[src/rtl/fir_run_sequencer.sv]
// fir_run_sequencer
// Benchmarks the two FIR implementations that share the BRAM. A rising
// edge on go runs the non-pipelined filter and then the pipelined filter.
// Each run's latency is measured in clock cycles.
//
// Parameters
//   CNT_W   : width of the cycle counters
//   TIMEOUT : cycle limit per run before it is aborted (must be < 2**CNT_W)
//   SETTLE  : idle cycles after sel_pipelined changes before start (>= 1)
// Ports
//   clk, rst      : clock; synchronous active-high reset
//   go            : launch request (rising edge)
//   done_in       : muxed done from the FIR top level
//   sel_pipelined : 0 selects the non-pipelined filter, 1 the pipelined one
//   start         : one-cycle start pulse to the FIR top level
//   busy          : sequence in progress
//   finished      : both runs completed, results valid
//   timeout_err   : a run timed out; err_run names that run
//   cycles_np     : latency of the non-pipelined run
//   cycles_p      : latency of the pipelined run
//   pipe_faster   : cycles_p < cycles_np, valid with finished
module fir_run_sequencer #(
    parameter int CNT_W   = 16,
    parameter int TIMEOUT = 4095,
    parameter int SETTLE  = 2
) (
    input  logic             clk,
    input  logic             rst,
    input  logic             go,
    input  logic             done_in,
    output logic             sel_pipelined,
    output logic             start,
    output logic             busy,
    output logic             finished,
    output logic             timeout_err,
    output logic             err_run,
    output logic [CNT_W-1:0] cycles_np,
    output logic [CNT_W-1:0] cycles_p,
    output logic             pipe_faster
);

    localparam logic [CNT_W-1:0] TIMEOUT_C   = CNT_W'(TIMEOUT);
    localparam logic [CNT_W-1:0] SETTLE_M1_C = CNT_W'(SETTLE - 1);

    typedef enum logic [3:0] {
        S_IDLE     = 4'd0,
        S_SETUP_NP = 4'd1,
        S_START_NP = 4'd2,
        S_RUN_NP   = 4'd3,
        S_SETUP_P  = 4'd4,
        S_START_P  = 4'd5,
        S_RUN_P    = 4'd6,
        S_REPORT   = 4'd7,
        S_ERROR    = 4'd8
    } state_t;

    state_t           state_r;
    state_t           state_next_s;
    logic             go_prev_r;
    logic [CNT_W-1:0] settle_cnt_r;
    logic [CNT_W-1:0] run_cnt_r;
    logic [CNT_W-1:0] cycles_np_r;
    logic [CNT_W-1:0] cycles_p_r;
    logic             sel_r;
    logic             pipe_faster_r;
    logic             err_run_r;

    logic             launch_s;
    logic             settled_s;
    logic             run_tmo_s;
    logic [CNT_W-1:0] run_inc_s;

    // Launch detection and run/settle conditions shared by both processes.
    always_comb begin
        launch_s  = 1'b0;
        run_inc_s = run_cnt_r + CNT_W'(1);
        // A stale done from the previous run keeps the setup phase waiting.
        settled_s = (settle_cnt_r >= SETTLE_M1_C) && !done_in;
        run_tmo_s = !done_in && (run_inc_s == TIMEOUT_C);
        case (state_r)
            S_IDLE, S_REPORT, S_ERROR: launch_s = go && !go_prev_r;
            default:                   launch_s = 1'b0;
        endcase
    end

    // Next-state logic; a launch has priority over a done in REPORT.
    always_comb begin
        state_next_s = state_r;
        if (launch_s) begin
            state_next_s = S_SETUP_NP;
        end else begin
            case (state_r)
                S_IDLE:     state_next_s = S_IDLE;
                S_SETUP_NP: state_next_s = settled_s ? S_START_NP : S_SETUP_NP;
                S_START_NP: state_next_s = S_RUN_NP;
                S_RUN_NP: begin
                    if (done_in) begin
                        state_next_s = S_SETUP_P;
                    end else if (run_tmo_s) begin
                        state_next_s = S_ERROR;
                    end else begin
                        state_next_s = S_RUN_NP;
                    end
                end
                S_SETUP_P:  state_next_s = settled_s ? S_START_P : S_SETUP_P;
                S_START_P:  state_next_s = S_RUN_P;
                S_RUN_P: begin
                    if (done_in) begin
                        state_next_s = S_REPORT;
                    end else if (run_tmo_s) begin
                        state_next_s = S_ERROR;
                    end else begin
                        state_next_s = S_RUN_P;
                    end
                end
                S_REPORT:   state_next_s = S_REPORT;
                S_ERROR:    state_next_s = S_ERROR;
                default:    state_next_s = S_IDLE;
            endcase
        end
    end

    // State register.
    always_ff @(posedge clk) begin
        if (rst) begin
            state_r <= S_IDLE;
        end else begin
            state_r <= state_next_s;
        end
    end

    // Counters, latched results and the filter select.
    always_ff @(posedge clk) begin
        if (rst) begin
            go_prev_r     <= 1'b0;
            settle_cnt_r  <= '0;
            run_cnt_r     <= '0;
            cycles_np_r   <= '0;
            cycles_p_r    <= '0;
            sel_r         <= 1'b0;
            pipe_faster_r <= 1'b0;
            err_run_r     <= 1'b0;
        end else begin
            go_prev_r <= go;
            if (launch_s) begin
                settle_cnt_r  <= '0;
                cycles_np_r   <= '0;
                cycles_p_r    <= '0;
                sel_r         <= 1'b0;
                pipe_faster_r <= 1'b0;
                err_run_r     <= 1'b0;
            end else begin
                case (state_r)
                    S_SETUP_NP, S_SETUP_P: begin
                        // Saturates once the settle condition is met.
                        if (settle_cnt_r < SETTLE_M1_C) begin
                            settle_cnt_r <= settle_cnt_r + CNT_W'(1);
                        end
                    end
                    S_START_NP, S_START_P: begin
                        run_cnt_r <= '0;
                    end
                    S_RUN_NP: begin
                        if (done_in) begin
                            cycles_np_r  <= run_inc_s;
                            settle_cnt_r <= '0;
                            sel_r        <= 1'b1;
                        end else if (run_tmo_s) begin
                            cycles_np_r <= TIMEOUT_C;
                            err_run_r   <= 1'b0;
                        end else begin
                            run_cnt_r <= run_inc_s;
                        end
                    end
                    S_RUN_P: begin
                        if (done_in) begin
                            cycles_p_r    <= run_inc_s;
                            pipe_faster_r <= (run_inc_s < cycles_np_r);
                        end else if (run_tmo_s) begin
                            cycles_p_r <= TIMEOUT_C;
                            err_run_r  <= 1'b1;
                        end else begin
                            run_cnt_r <= run_inc_s;
                        end
                    end
                    default: begin
                    end
                endcase
            end
        end
    end

    // Status outputs decoded from the state register only.
    always_comb begin
        start       = 1'b0;
        busy        = 1'b0;
        finished    = 1'b0;
        timeout_err = 1'b0;
        case (state_r)
            S_SETUP_NP, S_RUN_NP, S_SETUP_P, S_RUN_P: busy = 1'b1;
            S_START_NP, S_START_P: begin
                busy  = 1'b1;
                start = 1'b1;
            end
            S_REPORT: finished    = 1'b1;
            S_ERROR:  timeout_err = 1'b1;
            default:  busy        = 1'b0;
        endcase
    end

    assign sel_pipelined = sel_r;
    assign cycles_np     = cycles_np_r;
    assign cycles_p      = cycles_p_r;
    assign pipe_faster   = pipe_faster_r;
    assign err_run       = err_run_r;

endmodule
[config.mk]
export PLATFORM = sky130hd
export DESIGN_NAME = fir_run_sequencer
export DESIGN_NICKNAME = d
export VERILOG_FILES = /design/src/rtl/fir_run_sequencer.sv
export SDC_FILE = /design/constraint.sdc
export NUM_CORES = 1
export LEC_CHECK = 0
export ABC_AREA = 1
export BUFFER_PORTS_ARGS = -buffer_cell sky130_fd_sc_hd__buf_4
export CORE_MARGIN = 4
export CORE_UTILIZATION = 37
export DETAILED_ROUTE_END_ITERATION = 8
export PLACE_DENSITY = 0.58
export SYNTH_ARGS = -nofsm -noshare
export SYNTH_HDL_FRONTEND = slang
export SYNTH_SLANG_ARGS = --single-unit
[constraint.sdc]
create_clock -name clk -period 2.26 [get_ports clk]
set_input_delay 0.226 -clock clk [delete_from_list [all_inputs] [get_ports clk]]
set_output_delay 0.226 -clock clk [all_outputs]
set_load 0.005 [all_outputs]
### After elaboration in Yosys (flattened, before gate mapping)

Cells that the tools add are included.

* bits in registers: 72
* bits in latches: 0
* memory bits (writable): 0
* bits in read-only memories: 0
* bits of input ports: 4
* output and inout port bits: 39
* logic and storage cells: 82
* memories kept: 0

* $add $sub $neg: 2
* multipliers: 0
* div/mod/pow operators: 0
* order comparisons: 3
* equality and inequality tests: 17
* shifts and indexed selects: 0
* mux-type cells: 26
* bitwise operators: 1
* reduce and logical (&&, ||, !) cells: 23

Operator list (count)
* 16-bit 2-to-1 mux: 6
* 16-bit case mux with 2 select lines: 2
* 16-bit by 1-bit adder with 16-bit output (second input constant): 2
* 4-bit case mux with 8 select lines: 1
* 16-bit by 12-bit equality test with 1-bit output (second input constant): 1
* 4-bit by 3-bit equality test with 1-bit output (second input constant): 4
* 16-bit by 1-bit greater-or-equal comparator with 1-bit output (second input constant): 1
* 16-bit by 1-bit less-than comparator with 1-bit output (second input constant): 1
* 16-bit less-than comparator: 1
* 4-bit 2-to-1 mux: 4
* 2-bit inequality test (second input constant): 8
* 1-bit 2-to-1 mux: 11
* 4-bit by 2-bit equality test with 1-bit output (second input constant): 2
* 2-bit AND reduction: 4
* 2-bit nonzero test: 4
* 2-bit OR reduction: 4
* 6-bit OR reduction: 1
* 5-bit AND reduction: 1
* 4-bit by 1-bit equality test with 1-bit output (second input constant): 1
* 4-bit equality test (second input constant): 1
* 4-bit logical NOT: 1
* 4-bit AND reduction: 1
* 1-bit logical AND: 3
* 3-bit AND reduction: 1
* 5 further kinds: 6

### Depth between registers and ports, before layout

* word-level depth: 7
* depth in mapped cells: 16
* mapped depth without buffers: 16

### Worst setup path before layout

No wires, ideal clock.

* path kind: register to register
* start: reg run_cnt_r[1]
* end: reg run_cnt_r[10]
* setup time: 0.115 ns
* arrival time: 1.846 ns
* required time: 2.145 ns
* setup slack: 0.299 ns
* cell stages (with the launch flop): 14
* buffers on the path: 1
* period minus slack after synthesis: 1.961 ns
* cell sequence: dfxtp_1 > ha_1 > nand3_1 > nor2_4 > nand4_1 > nand2_1 > nand3_1 > nor2_1 > nand3_1 > nand2_2 > nand2_2 > buf_2 > a21oi_1 > nor2_1

* word-level cells in the longest chain between the ends: 5
* elaborated cells between the ends (all ways): 8
* classes of those cells: add/sub (1); eq/ne (2); mux (3); reduce/logical (2)

Ends and longest elaborated chain
* start: declaration: RTL line 61 `logic [CNT_W-1:0] run_cnt_r;`
* start signal: assignment: RTL line 172 `run_cnt_r <= run_inc_s;`
* start signal: assignment: RTL line 183 `run_cnt_r <= run_inc_s;`
* 16-bit by 1-bit adder with 16-bit output (*): RTL line 76 `run_inc_s = run_cnt_r + CNT_W'(1);`
* 16-bit by 12-bit equality test with 1-bit output: RTL line 79 `run_tmo_s = !done_in && (run_inc_s == TIMEOUT_C);`
* 1-bit logical AND: RTL line 79
* 2-bit inequality test (no source line)
* 4-bit AND reduction (no source line)

Mark *: on every way between the ends. The rest lies on a longest branch, timed or not. The select of a mux whose other input is x is not followed.
A chain may end at the register's enable or synchronous reset.

### Final worst setup path

* start: reg run_cnt_r[1]
* end: reg pipe_faster_r, in the netlist pipe_faster

* word-level cells in the longest chain between the ends: 2

Ends and longest elaborated chain
* 16-bit by 1-bit adder with 16-bit output: RTL line 76
* 16-bit less-than comparator: RTL line 178 `pipe_faster_r <= (run_inc_s < cycles_np_r);`
* end signal: assignment: RTL line 178
* end: declaration: RTL line 65 `logic pipe_faster_r;`

Every way passes these cells.

==> summary.md <==
| Metric | Value |
|---|---|
| GR peak layer | met2 |
| Row count | 37 |
| Lkg Pwr | 2.04 nW |
| DR WL/cell | 13.1 µm |
| Reg2reg path depth | 13 |
| MaxCap Viol Count | 0 |
| GR Util met3 | 4.42% |
| CTS Buf Count | 9 |
| Setup violators final | 0 |
| Crit Path Max Fanout | 7 |
| Final Instance Count excl. Fillers | 791 |
| Slew @ Worst Pin | 0.524 ns |
| Post-layout instance area | 4930 µm² |
| Most frequent cells in the layout | nand2_1, inv_1, dfxtp_1 |
| Initial core utilization | 38.1% |
| Final hold violations | 0 |
| Startpoint Class | register |
| Post-Syn Nets | 615 |
| Vias per cell | 4.84 |
| Post-synthesis sequential area ratio | 36.6% |
| Max Clock Skew | 0.00658 ns |
| Antenna diodes | 0 |
| Worst Hold Depth | 2 |
| Dpl cell area | 4500 µm² |
| Crit end category | register |
| Fin crit period | 2.12 ns |
| Core Footprint | 10300 µm² |
| Slew Limit Headroom | 64.9% |
| Min-Delay Endpoint | go_prev_r |
| H-Tree Level Count | 3 |
| Most common cell after layout, fill and taps aside | nand2_1 |
| Worst reg2reg endpoint | pipe_faster |
| Final ANT Viol Nets | 0 |
| Library cells used by synthesis | 32 |
| Clk buf depth | 2 |
| Layout cells sized above 1 | 20.8% |
| Die area | 12300 µm² |
| CTS tree | yes |
| Arrival time of the worst setup path | 2.36 ns |
| DIE WIDTH | 111 µm |
| Peak Freq | 471 MHz |
| Post-Syn Area | 3930 µm² |
| Met1 capacity usage during global routing | 21.3% |
| DR iter-0 viols | 142 |
| Post-DP HPWL | 7.72 mm |
| Clk root buf | clkbuf_8 |
| I/O Buffers | 42 |
| Reg2Reg Setup Slack | 0.14 ns |
| Chip height | 111 µm |
| TritonCTS Sinks | 72 |
| Required time of the critical path | 2.50 ns |
| Post-Synthesis Cells | 591 |
| # fillers | 1070 |
| Largest net degree at the start of global routing | 32 |
| Clock latency on the worst-skew pair | 0.36 ns |
| Drt first pass iters | 4 |
| Fin util | 47.8% |
| Fin nets | 674 |
| Hold Crit Start | rst |
| Met2 Use GR | 28.7% |
| Area Overhead vs Synth | 25.3% |
| Tot GR Track Use | 17.0% |
| IO Count | 43 |
| Synth warn | 0 |
| First-pass GRT wire length | 17.2 mm |
| Clock-pin slew on the worst setup and hold paths | 0.08 ns |
| TNS Setup | 0 ns |
| Vias in the first global route | 3665 |
| Worst R2R Start | run_cnt_r[1] |
| RD Place Congestion | 0.919 |
| Status | finished, final reports clean |
| Initial antenna violation count | 0 |
| Max-slew violation count | 0 |
| Via count | 3825 |
| Hold Path Class | in -> reg |
| Pwr/cell area | 613 nW/µm² |
| Placed cells | 768 |
| Routed wire length | 10.3 mm |
| Flops & latches, synth | 72 |
| Synth Area per Inst | 6.66 µm² |
| DRC errors left | 0 |
| Maximum VDD drop | 0.282 mV |
| Fin crit share | 94.0% |
| WS Path Type | reg -> reg |
| Congestion Overflow GR | 0 |
-- power by group --
group / total (mW) / internal (mW) / switching, mW
clock network: 1.07 / 0.521 / 0.545
logic: 0.597 / 0.235 / 0.362
registers: 1.36 / 1.31 / 0.0466
-- kinds of logic (layout without fill, tap and decap cells) --
kind of cell    after synthesis  after routing  synth area share (%)
fa+ha+maj                    20             20                  6.36
flops                        72             72                  36.6
simple gates                278            278                  30.9
compound gates              106            106                  14.0
buf+inv                     112            176                  11.3
xor+xnor                      3              3                 0.859
-- cell usage after synthesis, drive strengths merged --
cell      n  share of area [%]
nand2   132                 13
inv      91                8.7
nor2     73                7.6
dfxtp    72                 37
a21oi    63                8.0
nand3    38                5.0
o21ai    34                4.3
ha       20                6.4
nor3     17                2.3
clkbuf   11                1.0
nand4    10                1.6
buf       8                1.3
or2       4               0.64
a211oi    3               0.57
nand3b    3               0.57
o31ai     3               0.57
clkinv    2               0.19
xnor2     2               0.64
a21o      1               0.19
a31oi     1               0.16
and2      1               0.16
o21a      1               0.19
xor2      1               0.22
-- critical path: stages, from the launching register on --
cell and delay (ns):
dfxtp_2 0.37, buf_6 0.12, nand3_4 0.10, nor2_4 0.21
buf_4 0.14, nand3_1 0.05, nand2_1 0.08, nand2_2 0.12
ha_4 0.30, inv_1 0.06, o31ai_2 0.22, a21oi_1 0.09
nand3_1 0.09, a21oi_1 0.06
-- state kept, by name (all words and copies together), names as in the netlist --
register       flops
cycles_np         16
cycles_p          16
run_cnt_r         16
settle_cnt_r      16
state_r            4
err_run            1
go_prev_r          1
pipe_faster        1
sel_pipelined      1
-- per-layer routing --
| layer | vias up | share of wire [%] |
|---|---|---|
| met1 | 1718 | 44 |
| met3 | 11 | 6.1 |
| met4 | 0 | 1.5 |
| li1 | 2013 | - |
| met2 | 83 | 48 |
| met5 | - | 0 |
-- area by class of cell --
| class | count | area (µm²) | area share, % |
|---|---|---|---|
| clock buffers | 9 | 124 | 2.51 |
| repair buffers | 67 | 557 | 11.3 |
| well taps | 136 | 170 | 3.45 |
| inverters | 93 | 349 | 7.08 |
| multi-input cells | 407 | 2200 | 44.6 |
| flip-flops and latches | 72 | 1450 | 29.5 |
| clock inverters | 7 | 77.6 | 1.57 |
-- worst max path at each step --
stage,startpoint,end,cells past startpoint
detailed placement,run_cnt_r[0],run_cnt_r[15],13
floorplan,run_cnt_r[1],run_cnt_r[10],13
global placement,run_cnt_r[0],pipe_faster,12
CTS,run_cnt_r[2],pipe_faster,11
finish,run_cnt_r[1],pipe_faster,13
global route,run_cnt_r[0],run_cnt_r[7],14
-- per-stage QoR --
| stage | hold slack (ns) | total power, mW | setup WS (ns) |
|---|---|---|---|
| CTS | 0.0212 | 3.01 | 0.0313 |
| global placement | 0.413 | 1.93 | 0.0477 |
| global route | 0.0235 | 3.21 | -0.0246 |
| finish | 0.0388 | 3.02 | 0.136 |
| floorplan | 0.298 | 1.77 | 0.299 |
| detailed placement | 0.416 | 1.94 | 0.0181 |
-- what timing repair did --
item,4_1_cts,5_1_grt
setup endpoints to repair,5,55
cloned,0,0
setup buffers,0,7
pin swaps,0,12
gates resized for setup,1,46
hold buffers,0,0
(Power assumes the default switching activity.)
